File: src/rtl/dmem_access_ctrl.sv
// ---------------------------------------------------------------------------
// dmem_access_ctrl
//
// Sequences loads and stores from the MEM stage onto a byte-enabled
// synchronous data memory (read data valid one cycle after its address).
// A word or halfword access that crosses a word boundary is either split
// into two aligned accesses and merged, or rejected with misalign_err,
// depending on the build option below.
//
// Build option:
//   DMEM_MISALIGN_SPLIT_EN  defined   : boundary-crossing accesses are split.
//                           undefined : they are rejected in one cycle with
//                                       misalign_err=1 and no memory access.
//
// Parameters:
//   DMEM_AW       data memory word-address width
//
// Ports:
//   clk, rst      clock, asynchronous active-high reset
//   req_valid     MEM stage presents a request
//   req_ready     controller idle and able to accept
//   req_is_load   request is a load
//   req_is_store  request is a store
//   req_alucode   LB/LBU/LH/LHU/LW/SB/SH/SW operation code
//   req_addr      byte address
//   req_wdata     right-aligned store data
//   resp_valid    one-cycle completion pulse
//   resp_rdata    extended load data (0 for stores and rejected accesses)
//   misalign_err  pulses with resp_valid when an access is rejected
//   mem_addr      word address to the data memory
//   mem_we        byte write enables
//   mem_wdata     lane-shifted write data
//   mem_rdata     read data from the data memory
// ---------------------------------------------------------------------------
module dmem_access_ctrl #(
    parameter int DMEM_AW = 14
) (
    input  logic               clk,
    input  logic               rst,
    input  logic               req_valid,
    output logic               req_ready,
    input  logic               req_is_load,
    input  logic               req_is_store,
    input  logic [5:0]         req_alucode,
    input  logic [31:0]        req_addr,
    input  logic [31:0]        req_wdata,
    output logic               resp_valid,
    output logic [31:0]        resp_rdata,
    output logic               misalign_err,
    output logic [DMEM_AW-1:0] mem_addr,
    output logic [3:0]         mem_we,
    output logic [31:0]        mem_wdata,
    input  logic [31:0]        mem_rdata
);

    localparam logic       ENABLE  = 1'b1;
    localparam logic [5:0] ALU_LB  = 6'd18;
    localparam logic [5:0] ALU_LH  = 6'd19;
    localparam logic [5:0] ALU_LW  = 6'd20;
    localparam logic [5:0] ALU_LBU = 6'd21;
    localparam logic [5:0] ALU_LHU = 6'd22;
    localparam logic [5:0] ALU_SB  = 6'd23;
    localparam logic [5:0] ALU_SH  = 6'd24;
    localparam logic [5:0] ALU_SW  = 6'd25;

    localparam logic [DMEM_AW-1:0] A_ONE = 1;

`ifdef DMEM_MISALIGN_SPLIT_EN
    localparam logic SPLIT_EN = 1'b1;
`else
    localparam logic SPLIT_EN = 1'b0;
`endif

    typedef enum logic [2:0] {
        S_IDLE,
        S_ISSUE0,
        S_ISSUE1,
        S_CAPTURE,
        S_RESP
    } state_t;

    // Merge the two captured words, align the addressed bytes to bit 0 and
    // extend according to the load type.
    function automatic logic [31:0] f_load_result(
        input logic [5:0]  alu,
        input logic [1:0]  off,
        input logic [31:0] hi,
        input logic [31:0] lo
    );
        logic [31:0] w;
        w = 32'({hi, lo} >> {off, 3'b000});
        case (alu)
            ALU_LB:  f_load_result = {{24{w[7]}}, w[7:0]};
            ALU_LBU: f_load_result = {24'd0, w[7:0]};
            ALU_LH:  f_load_result = {{16{w[15]}}, w[15:0]};
            ALU_LHU: f_load_result = {16'd0, w[15:0]};
            default: f_load_result = w;
        endcase
    endfunction

    state_t               r_state;
    state_t               w_state_nx;

    logic [DMEM_AW-1:0]   r_mem_addr;
    logic [3:0]           r_mem_we;
    logic [31:0]          r_mem_wdata;
    logic                 r_resp_valid;
    logic [31:0]          r_resp_rdata;
    logic                 r_misalign;

    logic [DMEM_AW-1:0]   w_addr_nx;
    logic [3:0]           w_we_nx;
    logic [31:0]          w_wdata_nx;
    logic                 w_resp_valid_nx;
    logic [31:0]          w_rdata_nx;
    logic                 w_misalign_nx;

    // Request fields captured at accept; only meaningful while busy.
    logic [5:0]           r_alu;
    logic [1:0]           r_off;
    logic [DMEM_AW-1:0]   r_word_a;
    logic                 r_is_load;
    logic                 r_split;
    logic [3:0]           r_we_hi;
    logic [31:0]          r_wdata_hi;
    logic [31:0]          r_lo;

    // Request decode
    logic                 w_ld_code;
    logic                 w_st_code;
    logic                 w_half;
    logic                 w_word;
    logic                 w_ld_ok;
    logic                 w_st_ok;
    logic                 w_accept;
    logic                 w_split;
    logic [1:0]           w_off;
    logic [DMEM_AW-1:0]   w_word_a;
    logic [3:0]           w_mask;
    logic [7:0]           w_m8;
    logic [63:0]          w_w64;
    logic                 w_addr_unused;

    assign w_off     = req_addr[1:0];
    assign w_word_a  = req_addr[DMEM_AW+1:2];
    // Byte address bits above the memory size are ignored.
    assign w_addr_unused = ^req_addr[31:DMEM_AW+2];

    assign w_ld_code = (req_alucode == ALU_LB)  || (req_alucode == ALU_LBU) ||
                       (req_alucode == ALU_LH)  || (req_alucode == ALU_LHU) ||
                       (req_alucode == ALU_LW);
    assign w_st_code = (req_alucode == ALU_SB)  || (req_alucode == ALU_SH) ||
                       (req_alucode == ALU_SW);
    assign w_half    = (req_alucode == ALU_LH)  || (req_alucode == ALU_LHU) ||
                       (req_alucode == ALU_SH);
    assign w_word    = (req_alucode == ALU_LW)  || (req_alucode == ALU_SW);

    assign w_ld_ok   = (req_is_load == ENABLE) && (req_is_store != ENABLE) && w_ld_code;
    assign w_st_ok   = (req_is_store == ENABLE) && (req_is_load != ENABLE) && w_st_code;
    assign w_accept  = req_valid && (w_ld_ok || w_st_ok);

    assign w_split   = (w_half && (w_off == 2'd3)) || (w_word && (w_off != 2'd0));
    assign w_mask    = w_word ? 4'b1111 : (w_half ? 4'b0011 : 4'b0001);
    // Low nibble/word serve the first access, high nibble/word the second.
    assign w_m8      = {4'b0000, w_mask} << w_off;
    assign w_w64     = {32'd0, req_wdata} << {w_off, 3'b000};

    always_comb begin
        w_state_nx      = r_state;
        w_addr_nx       = r_mem_addr;
        w_we_nx         = 4'b0000;
        w_wdata_nx      = r_mem_wdata;
        w_resp_valid_nx = 1'b0;
        w_rdata_nx      = r_resp_rdata;
        w_misalign_nx   = 1'b0;
        case (r_state)
            S_IDLE: begin
                if (w_accept) begin
                    if (w_split && !SPLIT_EN) begin
                        // Rejected: answer next cycle, memory untouched.
                        w_state_nx      = S_RESP;
                        w_resp_valid_nx = 1'b1;
                        w_rdata_nx      = 32'd0;
                        w_misalign_nx   = 1'b1;
                    end else begin
                        w_state_nx = S_ISSUE0;
                        w_addr_nx  = w_word_a;
                        if (w_st_ok) begin
                            w_we_nx    = w_m8[3:0];
                            w_wdata_nx = w_w64[31:0];
                        end
                    end
                end
            end
            S_ISSUE0: begin
                if (r_split) begin
                    w_state_nx = S_ISSUE1;
                    w_addr_nx  = r_word_a + A_ONE;
                    if (!r_is_load) begin
                        w_we_nx    = r_we_hi;
                        w_wdata_nx = r_wdata_hi;
                    end
                end else if (r_is_load) begin
                    w_state_nx = S_CAPTURE;
                end else begin
                    w_state_nx      = S_RESP;
                    w_resp_valid_nx = 1'b1;
                    w_rdata_nx      = 32'd0;
                end
            end
            S_ISSUE1: begin
                if (r_is_load) begin
                    w_state_nx = S_CAPTURE;
                end else begin
                    w_state_nx      = S_RESP;
                    w_resp_valid_nx = 1'b1;
                    w_rdata_nx      = 32'd0;
                end
            end
            S_CAPTURE: begin
                // mem_rdata now holds the last issued word (the only word for
                // an aligned load, the upper word for a split one).
                w_state_nx      = S_RESP;
                w_resp_valid_nx = 1'b1;
                w_rdata_nx      = f_load_result(r_alu, r_off,
                                                r_split ? mem_rdata : 32'd0,
                                                r_split ? r_lo : mem_rdata);
            end
            S_RESP: begin
                w_state_nx = S_IDLE;
            end
            default: begin
                w_state_nx = S_IDLE;
            end
        endcase
    end

    always_ff @(posedge clk or posedge rst) begin
        if (rst) begin
            r_state      <= S_IDLE;
            r_mem_addr   <= '0;
            r_mem_we     <= 4'b0000;
            r_mem_wdata  <= 32'd0;
            r_resp_valid <= 1'b0;
            r_resp_rdata <= 32'd0;
            r_misalign   <= 1'b0;
        end else begin
            r_state      <= w_state_nx;
            r_mem_addr   <= w_addr_nx;
            r_mem_we     <= w_we_nx;
            r_mem_wdata  <= w_wdata_nx;
            r_resp_valid <= w_resp_valid_nx;
            r_resp_rdata <= w_rdata_nx;
            r_misalign   <= w_misalign_nx;
        end
    end

    always_ff @(posedge clk) begin
        if ((r_state == S_IDLE) && w_accept) begin
            r_alu      <= req_alucode;
            r_off      <= w_off;
            r_word_a   <= w_word_a;
            r_is_load  <= w_ld_ok;
            r_split    <= w_split;
            r_we_hi    <= w_m8[7:4];
            r_wdata_hi <= w_w64[63:32];
        end
        // First word of a split load arrives while the second is issued.
        if (r_state == S_ISSUE1) begin
            r_lo <= mem_rdata;
        end
    end

    assign req_ready    = (r_state == S_IDLE);
    assign resp_valid   = r_resp_valid;
    assign resp_rdata   = r_resp_rdata;
    assign misalign_err = r_misalign;
    assign mem_addr     = r_mem_addr;
    assign mem_we       = r_mem_we;
    assign mem_wdata    = r_mem_wdata;

endmodule

File: config.mk
export PLATFORM = sky130hd
export DESIGN_NAME = dmem_access_ctrl
export DESIGN_NICKNAME = d
export VERILOG_FILES = /design/src/rtl/dmem_access_ctrl.sv
export SDC_FILE = /design/constraint.sdc
export NUM_CORES = 1
export LEC_CHECK = 0
export CAP_MARGIN = 40
export CORE_MARGIN = 5
export CORE_UTILIZATION = 36
export CTS_CLUSTER_SIZE = 10
export DETAILED_ROUTE_END_ITERATION = 6
export RECOVER_POWER = 50
export SLEW_MARGIN = 5
export SYNTH_ARGS = -nofsm -noshare
export SYNTH_HDL_FRONTEND = slang
export SYNTH_SLANG_ARGS = --single-unit
File: constraint.sdc
create_clock -name clk -period 4.2 [get_ports clk]
set_input_delay 1.05 -clock clk [delete_from_list [all_inputs] [get_ports clk]]
set_output_delay 1.05 -clock clk [all_outputs]
set_load 0.005 [all_outputs]
-- Word-level counts from Yosys, hierarchy flattened
Index checks and enable logic that the tools add are counted.
- add/subtract/negate cells: 1
- eq/ne operators: 23
- shifts and indexed selects: 3
- mux-type cells: 37
- bitwise logic cells: 2
- reductions and logical operators: 26
- operators by type and width (cell ; number):
    32-bit 2-to-1 mux ; 11
    32-bit case mux with 4 select lines ; 2
    6-bit by 5-bit equality test with 1-bit output (second input constant) ; 12
    32-bit case mux with 2 select lines ; 1
    32-bit by 5-bit << shifter with 64-bit output ; 1
    64-bit by 5-bit right shift with 32-bit output ; 1
    14-bit 2-to-1 mux ; 3
    14-bit case mux with 2 select lines ; 1
    4-bit 2-to-1 mux ; 6
    14-bit by 1-bit adder with 14-bit output (second input constant) ; 1
    3-bit 2-to-1 mux ; 4
    3-bit case mux with 4 select lines ; 1
    1-bit logical OR ; 11
    1-bit logical AND ; 8
    2-bit inequality test (second input constant) ; 4
    4-bit case mux with 2 select lines ; 1
    4-bit AND reduction ; 2
    4-bit by 2-bit << shifter with 8-bit output ; 1
    3-bit by 2-bit equality test with 1-bit output (second input constant) ; 2
    2-bit by 1-bit inequality test with 1-bit output (second input constant) ; 3
    6-bit AND reduction ; 1
    1-bit 2-to-1 mux ; 5
    1-bit case mux with 4 select lines ; 1
    2-bit nonzero test ; 2
    other kinds (6) ; 7
- flip-flop bits (word level): 179
- bits of input ports: 107
- output and inout port bits: 85
- logic and storage cells: 107

-- Logic depth before layout (Yosys ltp)
- depth after elaboration: 10
- depth in mapped cells: 9

-- Worst setup path after synthesis
Ideal clock, no wire load.
- kind: register -> register
- start: register r_state[2]
- end: register r_resp_rdata[10], in the netlist resp_rdata[10]
- arrival: 4121 ps
- data required time: 4134 ps
- setup slack: 12 ps
- stages on the path, launching flop included: 8
- period minus slack after synthesis: 4188 ps
- path through: dfrtp_1 clkbuf_1 nor3b_1 o22a_1 nor3_1 a31oi_2 buf_2 a22o_1
- longest elaborated chain between the ends: 3
- elaborated cells between the ends (all ways): 10
- those cells by class: 6 x eq/ne; 1 x mux; 3 x reduce/logical
- RTL lines (element ; RTL line ; RTL):
    start, declared ; 101 ; state_t r_state;
    start signal, assigned ; 248 ; r_state <= w_state_nx;
    3-bit by 1-bit equality test with 1-bit output (tied with other cells) ; 176 ; case (r_state)
    2-bit inequality test (no line) (tied with other cells) ; n/a ;
    4-bit AND reduction (no line) ; n/a ;
    end signal, assigned ; 253 ; r_resp_rdata <= w_rdata_nx;
    end, declared ; 108 ; logic [31:0] r_resp_rdata;
Several ways; a longest one is shown, not always the timed one.
A chain may end at the register's enable or synchronous reset.

-- Final worst setup path
- start: input port req_addr[1]
- end: register r_mem_wdata[3], in the netlist mem_wdata[3]
- longest elaborated chain between the ends: 5
- elaborated cells between the ends (all ways): 12
- those cells by class: 2 x eq/ne; 1 x shift; 4 x mux; 5 x reduce/logical
- RTL lines (element ; RTL line ; RTL):
    start, declared ; 45 ; input logic [31:0] req_addr,
    32-bit by 5-bit << shifter with 64-bit output (tied with other cells) ; 166 ; assign w_w64 = {32'd0, req_wdata} << {w_off, 3'b000};
    32-bit 2-to-1 mux / 1-bit logical AND (equally long branches) ; 188, 162 ;
    32-bit 2-to-1 mux / 1-bit logical OR (equally long branches) ; 179, 162 ;
    32-bit 2-to-1 mux / 2-bit inequality test (equally long branches) ; n/a ;
    32-bit case mux with 2 select lines / 6-bit AND reduction (equally long branches) ; n/a ;
    end signal, assigned ; 251 ; r_mem_wdata <= w_wdata_nx;
    end, declared ; 106 ; logic [31:0] r_mem_wdata;
Several ways; a longest one is shown, not always the timed one. The select of a mux whose other input is x is not followed.

==> run metrics <==
Max Cap Viol=2; fill count=2207; Yosys reg bits=170; Max clock buf depth=2; Hold Path Depth=1; TritonRoute pass-1 iters=4; Worst Hold Path EP=mem_we[1]; Worst Hold Launch=r_we_hi[1]; IO Count=192; Hold Buf Count CTS=0; Slew Viols, Final=72; Total Routing Usage GR=17.7%; type of origin of the critical path=input port; FFs w/ async S/R, synth=about half; FP Rows=57; clk_lat worst skew=0.43 ns; Final Core Density=47.6%; Die ar.=0.0279 mm2; CP arrival=3.92 ns; Final Critical Period=3.61 ns; Cell Area, Synth=0.00889 mm2; vias in the first global route=6770; initial antenna violation count=2; Setup violations, final=0; Hold WC Path Type=register to register; reg2reg path depth=5; Area Growth Syn to Fin=30.2%; Pwr Density=465 mW/mm2; share of the synthesized area in the top cell type=28.0%; ranking of synthesized cells by area=edfxtp_1 28%, dfrtp_1 24%, mux2i_1 8.6%; chip height=167 um; CP Max Fanout=37; Final HPWL DP=roughly 17000 um; CP Class=input port to register; via count=6666; DRT Wirelength=24800 um; failing checks=capacitance limit, slew limit; FMAX=0.277 GHz; CTS buffer count=17; Worst Tran Pin Value=between 1.5 and 2 ns; Commonest cells post-synth=87 x dfrtp_1, 86 x nand2_1, 83 x edfxtp_1, 76 x mux2i_1, 37 x nor2_1; # DRC=0; flop2flop setup slack=1.39 ns; Avg Inst Size Synth=11.8 um2; status=finished with violations; final antenna-violating net count=0; Core Region=0.0243 mm2; Relative slew margins=-30.6%; Critical R2R Capture=mem_wdata[10]; port bufs=roughly 180; initial core utilization=36.6%; RSZ-0062 raised after global routing=false; setup bufs post-CTS=0; Via density=5.32; EDFF count, synth=83; clock root cell=clkbuf_16; CTS sink cnt=170; GPL Wtd Cong=around 0.8; Data required, critical path=4.51 ns; share of cells above drive strength 1=11.3%; CTS tree=yes; cell with the most instances after synthesis=dfrtp_1; sequential fraction of the synthesis area=between 50% and 60%; Placement Cell Area=0.0110 mm2; Final Cycle Share=85.9%; H-tree levels=4; Mapped Cells=~750; post-CTS resize count=0; DR iter-0 viols=384; leading area contributor after synthesis=edfxtp_1; largest net degree at the start of global routing=58; first-pass GRT wire length=39200 um; peak supply drop=0.309 mV; average wire per standard cell=between 15 and 20 um; GRT Residual Overflow=0; Setup TNS=0 ns; Primary FF master, synth=dfrtp_1; Yosys warning count=0; Final Hold Viols=0; final net count=1022; Syn Nets=~860; clk_skew=0.0115 ns; origin of the critical flop-to-flop path=r_split; Critical Path End Type=register; Final Cell Area=0.0116 mm2; Leakage=between 0.004 and 0.005 uW; Netlist cell types=71; Die W=167 um; Worst-path clk slew=0.07 ns
[per-layer routing]
metal | share of wire [%] | global-route usage (%) | up-vias
met5 | 0 | 0 | -
met4 | 2.1 | 5.61 | 0
met3 | 4.3 | 3.18 | 30
met2 | 47 | 28.4 | 177
met1 | 47 | 24.5 | 3276
li1 | - | - | 3183
[flip-flops by register name, indices dropped and copies added (netlist names), 4 cells and up]
| register | count |
|---|---|
| mem_addr | 14 |
| mem_wdata | 32 |
| mem_we | 4 |
| r_alu | 6 |
| r_lo | 32 |
| r_wdata_hi | 24 |
| r_word_a | 14 |
| resp_rdata | 32 |
[where the power goes]
part / internal, uW / switching [uW] / total (uW) / leakage [uW]
Combinational: 863 / 737 / 1600 / 0.00245
Sequential: 2070 / 177 / 2250 / 0.00188
Clock: 838 / 694 / 1530 / 0.000268
[metrics by stage]
step	hold slack [ns]	worst slack [ns]	cells	total power, uW
after floorplan	0.442	0.0121	751	3030
after global placement	0.476	0.529	1217	3920
after detailed placement	0.456	0.498	1219	3930
after CTS	0.483	0.958	1251	5490
after global routing	0.496	0.383	1253	5690
final	0.481	0.594	1253	5380
[cells by family after synthesis]
logic type	share of synthesized area, %
AND/OR/NAND/NOR	11.0
AO/OA/AOI/OAI	16.0
flip-flops	52.5
multiplexers	15.6
buffers and inverters	3.53
XOR/XNOR	1.28
adder cells (fa/ha/maj)	0.141
[critical path: stages]
cell,delay (ns)
clkdlybuf4s50_1,0.53
clkbuf_1,1.17
nor2_1,0.54
nand2_1,0.18
o21ai_0,0.14
mux2_4,0.30
[worst max path at each step]
stage               slack [ns]  depth (start not counted)           start        endpoint
floorplan                 0.01                          7      r_state[2]  resp_rdata[10]
global placement          0.53                          8  req_alucode[0]    mem_wdata[9]
detailed placement        0.50                          8  req_alucode[2]    mem_wdata[9]
CTS                       0.96                          8  req_alucode[2]   mem_wdata[12]
global route              0.38                          6     req_addr[1]    mem_wdata[7]
finish                    0.59                          6     req_addr[1]    mem_wdata[3]
[cell usage in the layout, fill, tap and decap left out, types with 11 or more instances in the layout]
master and count:
clkbuf_16 17, o2bb2ai_1 15, a211oi_1 13, a21oi_1 17
a32o_1 19, dfrtp_1 87, edfxtp_1 83, clkdlybuf4s50_1 102
inv_1 17, o21ai_0 33, mux2_2 14, nor2b_1 12
buf_4 15, a22o_1 11, nand2_1 86, dlygate4sd3_1 72
mux2i_1 76, nor2_1 37, and3_1 12
[cell type report]
cell class / instances / area (um2) / share of cell area, %
clock inverters: 13 / 119 / 1.03
diodes: 2 / 5.00 / 0.0432
multi-input cells: 506 / 3920 / 33.8
inverters: 21 / 82.6 / 0.713
clock buffers: 19 / 443 / 3.82
flip-flops and latches: 170 / 4670 / 40.3
well taps: 324 / 405 / 3.50
repair buffers: 198 / 1940 / 16.8
Note: power is estimated with default switching activity, not from simulation.
